--- config.mk ---
export PLATFORM = sky130hd
export DESIGN_NAME = dmem_ctrl
export DESIGN_NICKNAME = d
export VERILOG_FILES = /design/src/rtl/dmem_ctrl_pkg.sv /design/src/rtl/dmem_bank.sv /design/src/rtl/dmem_ctrl.sv
export SDC_FILE = /design/constraint.sdc
export NUM_CORES = 2
export LEC_CHECK = 0
export BUFFER_PORTS_ARGS = -buffer_cell sky130_fd_sc_hd__buf_2
export CAP_MARGIN = 5
export CORE_AREA = 2 2 515 517
export DETAILED_ROUTE_END_ITERATION = 7
export DIE_AREA = 0 0 517 519
export MAX_ROUTING_LAYER = met4
export SYNTH_ARGS = -nofsm -noshare
export SYNTH_HDL_FRONTEND = slang
export SYNTH_SLANG_ARGS = --single-unit
--- constraint.sdc ---
create_clock -name clk -period 4.3 [get_ports clk]
set_input_delay 0.645 -clock clk [delete_from_list [all_inputs] [get_ports clk]]
set_output_delay 0.645 -clock clk [all_outputs]
set_load 0.02 [all_outputs]
--- src/rtl/dmem_ctrl_pkg.sv ---
// Shared types and the store lane-mask helper for the dmem_ctrl data-memory controller.
package dmem_ctrl_pkg;

  typedef enum logic [1:0] {
    SZ_BYTE = 2'd0,
    SZ_HALF = 2'd1,
    SZ_WORD = 2'd2,
    SZ_RSVD = 2'd3
  } mem_size_t;

  typedef enum logic [1:0] {
    IDLE = 2'd0,
    WAIT = 2'd1,
    RESP = 2'd2
  } state_t;

  // Byte lanes touched by an access of the given size at the given lane offset.
  function automatic logic [3:0] lane_mask(input mem_size_t size, input logic [1:0] lane);
    case (size)
      SZ_BYTE: lane_mask = 4'b0001 << lane;
      SZ_HALF: lane_mask = lane[1] ? 4'b1100 : 4'b0011;
      default: lane_mask = 4'b1111;
    endcase
  endfunction

endpackage

--- src/rtl/dmem_bank.sv ---
// DEPTH_WORDS x 32 storage with per-byte write enables and a combinational read port.
module dmem_bank #(
  parameter int DEPTH_WORDS = 64,
  parameter int AW          = 6
) (
  input  logic          clk,
  input  logic [AW-1:0] addr,
  input  logic [3:0]    we,
  input  logic [31:0]   wdata,
  output logic [31:0]   rdata
);

  logic [31:0] mem_q [DEPTH_WORDS];

  always_ff @(posedge clk) begin
    for (int i = 0; i < 4; i++) begin
      if (we[i]) mem_q[addr][8*i +: 8] <= wdata[8*i +: 8];
    end
  end

  assign rdata = mem_q[addr];

endmodule

--- src/rtl/dmem_ctrl.sv ---
// Byte/half/word load-store controller in front of dmem_bank with READ_LAT-cycle load latency.
// Define DMEM_CTRL_CHECK_EN to flag misaligned, reserved-size and out-of-range accesses.
module dmem_ctrl
  import dmem_ctrl_pkg::*;
#(
  parameter int DEPTH_WORDS = 64,
  parameter int READ_LAT    = 1
) (
  input  logic        clk,
  input  logic        rst_n,
  input  logic        req_valid,
  output logic        req_ready,
  input  logic        req_we,
  input  logic [1:0]  req_size,
  input  logic        req_unsigned,
  input  logic [31:0] req_addr,
  input  logic [31:0] req_wdata,
  output logic        rsp_valid,
  output logic [31:0] rsp_rdata,
  output logic        rsp_err
);

  localparam int         AW       = (DEPTH_WORDS > 1) ? $clog2(DEPTH_WORDS) : 1;
  localparam logic [1:0] CNT_INIT = (READ_LAT > 1) ? 2'(READ_LAT - 2) : 2'd0;

  state_t      state_q, state_d;
  logic [1:0]  cnt_q, cnt_d;
  logic        rsp_valid_q, rsp_valid_d;
  logic        rsp_err_q, rsp_err_d;
  logic [31:0] rsp_rdata_q, rsp_rdata_d;

  logic [31:0] hold_word_q;
  mem_size_t   hold_size_q;
  logic [1:0]  hold_lane_q;
  logic        hold_uns_q;

  mem_size_t   req_sz, size_eff;
  logic [1:0]  lane;
  logic        acc_err, accept;
  logic [AW-1:0] idx;
  logic [3:0]  bank_we;
  logic [31:0] bank_wdata, bank_rdata;

  function automatic logic [31:0] load_extend(input logic [31:0] w, input mem_size_t sz,
                                              input logic [1:0] ln, input logic uns);
    logic [7:0]  b;
    logic [15:0] h;
    case (ln)
      2'd0:    b = w[7:0];
      2'd1:    b = w[15:8];
      2'd2:    b = w[23:16];
      default: b = w[31:24];
    endcase
    h = ln[1] ? w[31:16] : w[15:0];
    case (sz)
      SZ_BYTE: load_extend = {{24{~uns & b[7]}}, b};
      SZ_HALF: load_extend = {{16{~uns & h[15]}}, h};
      default: load_extend = w;
    endcase
  endfunction

  assign req_sz    = mem_size_t'(req_size);
  assign idx       = req_addr[AW+1:2];
  // Ready is gated by rst_n so it reads 0 while reset is held, 1 as soon as it releases.
  assign req_ready = (state_q == IDLE) && rst_n;
  assign accept    = req_valid && req_ready;

`ifdef DMEM_CTRL_CHECK_EN
  assign size_eff = req_sz;
  assign lane     = req_addr[1:0];
  assign acc_err  = (req_sz == SZ_HALF && req_addr[0])
                 || (req_sz == SZ_WORD && req_addr[1:0] != 2'b00)
                 || (req_sz == SZ_RSVD)
                 || ({2'b00, req_addr[31:2]} >= 32'(DEPTH_WORDS));
`else
  logic unused_addr_hi;
  assign size_eff = (req_sz == SZ_RSVD) ? SZ_WORD : req_sz;
  always_comb begin
    lane = 2'b00;
    if (size_eff == SZ_BYTE)      lane = req_addr[1:0];
    else if (size_eff == SZ_HALF) lane = {req_addr[1], 1'b0};
  end
  assign acc_err        = 1'b0;
  assign unused_addr_hi = ^req_addr[31:AW+2];
`endif

  assign bank_we = (accept && req_we && !acc_err) ? lane_mask(size_eff, lane) : 4'b0000;

  always_comb begin
    case (size_eff)
      SZ_BYTE: bank_wdata = {4{req_wdata[7:0]}};
      SZ_HALF: bank_wdata = {2{req_wdata[15:0]}};
      default: bank_wdata = req_wdata;
    endcase
  end

  dmem_bank #(
    .DEPTH_WORDS(DEPTH_WORDS),
    .AW         (AW)
  ) u_bank (
    .clk  (clk),
    .addr (idx),
    .we   (bank_we),
    .wdata(bank_wdata),
    .rdata(bank_rdata)
  );

  always_comb begin
    state_d     = state_q;
    cnt_d       = cnt_q;
    rsp_valid_d = 1'b0;
    rsp_err_d   = 1'b0;
    rsp_rdata_d = '0;
    case (state_q)
      IDLE: begin
        if (accept) begin
          if (req_we || acc_err || READ_LAT == 1) begin
            state_d     = RESP;
            rsp_valid_d = 1'b1;
            rsp_err_d   = acc_err;
            if (!req_we && !acc_err)
              rsp_rdata_d = load_extend(bank_rdata, size_eff, lane, req_unsigned);
          end else begin
            state_d = WAIT;
            cnt_d   = CNT_INIT;
          end
        end
      end
      WAIT: begin
        if (cnt_q == 2'd0) begin
          state_d     = RESP;
          rsp_valid_d = 1'b1;
          rsp_rdata_d = load_extend(hold_word_q, hold_size_q, hold_lane_q, hold_uns_q);
        end else begin
          cnt_d = cnt_q - 2'd1;
        end
      end
      default: state_d = IDLE;
    endcase
  end

  always_ff @(posedge clk or negedge rst_n) begin
    if (!rst_n) begin
      state_q     <= IDLE;
      cnt_q       <= '0;
      rsp_valid_q <= 1'b0;
      rsp_err_q   <= 1'b0;
      rsp_rdata_q <= '0;
    end else begin
      state_q     <= state_d;
      cnt_q       <= cnt_d;
      rsp_valid_q <= rsp_valid_d;
      rsp_err_q   <= rsp_err_d;
      rsp_rdata_q <= rsp_rdata_d;
    end
  end

  // Load word is captured at accept so later stores cannot disturb an in-flight load.
  always_ff @(posedge clk) begin
    if (accept) begin
      hold_word_q <= bank_rdata;
      hold_size_q <= size_eff;
      hold_lane_q <= lane;
      hold_uns_q  <= req_unsigned;
    end
  end

  assign rsp_valid = rsp_valid_q;
  assign rsp_rdata = rsp_rdata_q;
  assign rsp_err   = rsp_err_q;

endmodule
* Word level (Yosys, flattened, before mapping)
Memory sizes are Yosys's and may differ from the RTL's. Cells that the tools add are included. Widths: inputs -> output; s select.
Cells by class: reduce and logical (&&, ||, !) cells 11, multiplexer cells 36, divide/modulo/power cells 0, eq/ne operators 10, multipliers 0, order comparisons 0, shift operators 1, add/sub/neg operators 1, bitwise gates (word level) 7
Operators with widths (count):
- $pmux 32 s2 | 4
- $mux 32 | 3
- $pmux 8 s3 | 2
- $mux 8 | 5
- $mux 16 | 2
- $logic_not 2->1 | 6
- $eq 2x1->1 const B | 5
- $mux 1 | 10
- $mux 2 | 5
- $mux 4 | 2
- $pmux 4 s2 | 1
- $eq 2x2->1 const B | 3
- $and 1x1->1 | 4
- $ne 2x2->1 const B | 2
- $pmux 2 s2 | 1
- $reduce_and 2->1 | 2
- $shl 1x2->4 const A | 1
- $logic_and 1x1->1 | 3
- $not 1->1 | 3
- $pmux 1 s2 | 1
- $sub 2x1->2 const B | 1
Storage, ports and cells: bits in writable memories 2048, output and inout bits 35, input bits 71, word-level logic and storage cells 75, bits in latches 0, memory bits (read-only) 0, register bits 74, memories 1
Memories:
- u_bank.mem_q | words 64, bits a word 32, rd ports 1, clocked after memory_dff 0, write ports 1, RTL line dmem_bank.sv:13 | logic [31:0] mem_q [DEPTH_WORDS];

* Longest topological paths before layout
word-level depth 15, mapped depth 15, mapped depth without buffers 8

* Modules after synthesis
From an unflattened synthesis, not the netlist that was laid out.
Second synthesis, totals: cell total of the unflattened synthesis 4699, area total of the unflattened synthesis 80686.1 µm²
Modules (own cells, without submodules):
- dmem_bank | area each 78358.9 µm², cells an instance 4449, times used 1, sequential area each 61499.0 µm²
- dmem_ctrl | area each 2327.2 µm², cells an instance 250, times used 1, sequential area each 850.8 µm²

* Worst setup path after synthesis
No wires, ideal clock.
path kind in2reg, start point input req_size[0], end point memory u_bank.mem_q[0][28], data pin, path buffers 2, path slack -0.400 ns, arrival 3.999 ns, required time 3.598 ns, library setup time 0.702 ns, stages on the path 4, cells stage by stage buf_1 -> buf_1 -> mux2i_1 -> o21ai_0
On the way: longest elaborated chain between the ends 4, elaborated cells between the ends (all ways) 5, those cells by class eq/ne: 2; mux: 2; reduce/logical: 1
Ends and longest elaborated chain:
- from (decl) | RTL line dmem_ctrl.sv:14 | input logic [1:0] req_size,
- $eq 2x2->1 | RTL line dmem_ctrl.sv:77 | assign size_eff = (req_sz == SZ_RSVD) ? SZ_WORD : req_sz;
- $mux 2 * | RTL line dmem_ctrl.sv:77
- $eq 2x1->1 or $logic_not 2->1 (tied branches) | RTL line dmem_ctrl.sv:90 | case (size_eff)
- $pmux 32 s2 * | RTL line dmem_ctrl.sv:90
- named net bank_wdata[28] | RTL line dmem_ctrl.sv:42 | logic [31:0] bank_wdata, bank_rdata;
- to (decl) | RTL line dmem_bank.sv:13
Mark *: on every way through the listed nets, which the timed path passes. The rest lies on a longest branch.

* Worst setup path after layout
start point input req_addr[2], end point register rsp_rdata_q[10], in the netlist rsp_rdata[10]
On the way: longest elaborated chain between the ends 10, elaborated cells between the ends (all ways) 11, those cells by class mux: 9; bitwise: 1; memory: 1
Ends and longest elaborated chain:
- from (decl) | RTL line dmem_ctrl.sv:16 | input logic [31:0] req_addr,
- $mem_v2 64x32 *
- $pmux 8 s3 | RTL line dmem_ctrl.sv:48 | case (ln)
- $mux 8 | RTL line dmem_ctrl.sv:121 | if (!req_we && !acc_err)
- $mux 8 | RTL line dmem_ctrl.sv:116 | if (accept) begin
- $mux 8 | RTL line dmem_ctrl.sv:114 | case (state_q)
- $and 1x1->1 | RTL line dmem_ctrl.sv:56 | SZ_BYTE: load_extend = {{24{~uns & b[7]}}, b};
- $pmux 32 s2 * | RTL line dmem_ctrl.sv:55 | case (sz)
- $mux 32 * | RTL line dmem_ctrl.sv:121
- $mux 32 * | RTL line dmem_ctrl.sv:116
- $pmux 32 s2 * | RTL line dmem_ctrl.sv:114
- named net rsp_rdata_d[10] | RTL line dmem_ctrl.sv:30 | logic [31:0] rsp_rdata_q, rsp_rdata_d;
- to (signal assigned) | RTL line dmem_ctrl.sv:154 | rsp_rdata_q <= rsp_rdata_d;
- to (decl) | RTL line dmem_ctrl.sv:30
Mark *: on every way through the listed nets, which the timed path passes. The rest lies on a longest branch. The select of a mux whose other input is x is not followed. A chain may end at the register's enable or synchronous reset.

==> impl_metrics.csv <==
group,metric,value,unit
routing,via_per_inst,5.53,
cts,clk_pin_slew,0.06,ns
cts,htree_num_levels,4,
global_routing,grt_pass1_wl,364000,um
cells_and_area,layout-drive-gt1-share,20.2,%
min_path,min_to,"rsp_rdata[30]$_DFF_PN0_",
cells_and_area,fin_area,93900,sq um
routing,postRouteAntennaNets,0,
cts,cts_buffers,205,
power_and_ir_drop,power_density,453,nW/um^2
setup_path,reg2reg_to,"rsp_rdata[10]$_DFF_PN0_",
timing,setup_tns,0,ns
yosys,synthArstFlopShare,1.63,%
timing,holdWs,0.307,ns
cells_and_area,nets,5098,
floorplan,start_util,29.9,%
power_and_ir_drop,p_leak,29.6,nW
yosys,avgSynthCellArea,17.5,sq um
run,maxCapViolCount,0,
timing,tightest_slew,1.23,ns
yosys,syn_area,78600,sq um
timing,rsz0062_at_grt,"no",
placed_design,place_congestion,0.927,
setup_path,cp.arrival,4.32,ns
setup_path,endpoint_kind,"flip-flop",
floorplan,rows,189,
power_and_ir_drop,peakVddDrop,0.386,mV
yosys,yosysSeqAreaShare,79.3,%
yosys,syn_inst,4492,
placed_design,post-dp-hpwl,171000,um
floorplan,die_width,517,um
global_routing,grt_antenna_before_repair,20,
cells_and_area,syn_to_final_growth,19.5,%
timing,setup_viol,0,
global_routing,grt_max_degree,67,
placed_design,post_dp_cell_area,87300,sq um
setup_path,crit_fanout,46,
yosys,synth-edff-count,2048,
routing,vias,48400,
setup_path,start_kind,"input port",
cells_and_area,final_cells,8749,
min_path,worstHoldPathType,"input port to flip-flop",
routing,drc,0,
timing,hold_violations,0,
setup_path,crit_required,5.05,ns
setup_path,r2r_slack,0.80,ns
yosys,synth.net_count,4563,
cts,cts_setup_buffers,0,
placed_design,dpl.cell_count,8351,
timing,max_freq,0.280,GHz
cts,clock_latency,0.86,ns
timing,skew,0.0427,ns
timing,slew_headroom,17.9,%
routing,drtIter0Drc,7989,
setup_path,path_class,"input port to flip-flop",
yosys,ys_seq_elements,2082,
routing,wirelength,263000,um
cts,cts_sinks,2082,
cts,clockBufferDepth,3,
run_status,status,"finished clean",
placed_design,port_buffers,80,
routing,post_drt_wl_per_cell,30.1,um
floorplan,die_y,519,um
cts,cts_tree,"done",
cts,cts_resized,0,
cts,cts_hold_buf,2,
setup_path,r2r.worst_path.cells,11,
routing,first_pass_iters,8,
floorplan,dieArea,268000,sq um
min_path,min_path_cells,4,
cts,clockRootBuffer,"clkbuf_16",
floorplan,ioPinCount,106,
yosys,synth_ff_type,"edfxtp_1",
timing,drv_slew,0,
global_routing,grtUsageTotal,19.6,%
yosys,synth.distinct_cells,73,
timing,fin_crit_sh,83.1,%
yosys,yosysWarnings,0,
timing,period_needed,3.57,ns
setup_path,r2r_start,"u_bank.mem_q[55][23]$_DFFE_PP_",
floorplan,core,263000,sq um
min_path,min_from,"req_size[1]",
global_routing,gr-total-overflow,0,
global_routing,grt_pass1_vias,45900,
-- cells by family (layout without fill, tap and decap cells) --
group | count (synthesis) | after routing | synth area share, %
flip-flops | 2082 | 2082 | 79.3
AO/OA/AOI/OAI | 1183 | 1183 | 11.5
AND/OR/NAND/NOR | 738 | 738 | 5.04
buffers and inverters | 366 | 1073 | 2.03
multiplexers | 122 | 122 | 2.17
other | 1 | 18 | 0.00477
-- routing by layer --
metal  vias to the layer above  track usage, %  part of all wire (%)
li1                      19800               -                     -
met1                     25000            25.3                    38
met2                      3030            29.3                    46
met3                       584            4.05                    10
met4                         0            9.80                   5.5
met5                         -               -                     0
-- cell type report --
cell class | count | area (sq um)
Multi-Input combinational cell | 2044 | 14900
Antenna cell | 17 | 42.5
Clock inverter | 119 | 1220
Sequential cell | 2082 | 62300
Clock buffer | 260 | 5380
Tap cell | 3533 | 4420
Fill cell | 24700 | 169000
Timing Repair Buffer | 667 | 5540
Inverter | 27 | 101
-- how the worst max path moves through the flow --
stage,startpoint,to,slack [ns],cells past startpoint
2_1_floorplan,req_size[1],u_bank.mem_q[0][24]$_DFFE_PP_,-0.19,4
3_3_place_gp,req_addr[2],rsp_rdata[10]$_DFF_PN0_,-0.06,14
3_5_place_dp,req_addr[2],rsp_rdata[10]$_DFF_PN0_,-0.008,14
4_1_cts,req_addr[2],rsp_rdata[10]$_DFF_PN0_,0.89,14
5_1_grt,req_addr[2],rsp_rdata[0]$_DFF_PN0_,0.66,12
6_report,req_addr[2],rsp_rdata[10]$_DFF_PN0_,0.73,14
-- where the power goes --
group / internal, mW / switching [mW]
Sequential: 22.4 / 0.0146
Combinational: 0.672 / 1.76
Clock: 9.96 / 7.70
-- sequential cells by signal (all words and copies together) (netlist names) --
name and cells:
rsp_valid 1, u_bank.mem_q 2048, rsp_rdata 32, state_q 1
-- Yosys cell counts, types with 20 or more instances --
cell type  number  area (sq um)
a2111oi_0      24           210
a21oi_1        59           295
a221oi_1       84           736
a22o_1        133          1160
a22oi_1       622          4670
a31oi_1        82           513
a41oi_1        42           368
and4_1         24           210
and4b_1        26           260
buf_1          61           229
buf_2         126           631
clkbuf_1      138           518
dfrtp_1        34           851
edfxtp_1     2048         61500
inv_1          24          90.1
mux2_2         27           304
mux2i_1        59           591
mux4_2         36           811
nand2_1       131           492
nand3_1        28           140
nand4_1        63           394
nand4b_1       37           324
nor2_1        280          1050
nor3_1         27           135
nor4_1         20           125
nor4bb_1       22           220
o2111ai_1      21           184
o21ai_0        25           125
o22ai_1        23           144
-- per-stage QoR --
stage	setup WS, ns	total power [mW]	utilization (%)
CTS	0.889	42.6	35.6
detailed placement	-0.00779	25.3	33.1
finish	0.728	42.5	35.7
global route	0.662	43.5	35.7
floorplan	-0.192	24.0	-
global placement	-0.0566	25.2	33.1
-- critical path, stage by stage --
cell,delay [ns]
buf_8,0.38
buf_12,0.33
nor3_4,0.14
buf_12,0.22
buf_4,0.24
a22oi_1,0.15
a41oi_1,0.20
or4_1,0.61
nor4_1,0.30
buf_4,0.26
mux2i_1,0.15
a21oi_1,0.20
a21oi_1,0.15
buf_4,0.18
-- cells in the final DEF (no fill, tap or decap), drive strengths merged, types with 83 or more instances in the layout --
cell type	count
a22o	133
a221oi	84
nand2	131
a22oi	622
edfxtp	2048
buf	663
clkbuf	262
a31oi	83
clkinv	96
nor2	280
No activity file was read; power rests on OpenSTA's default activity.
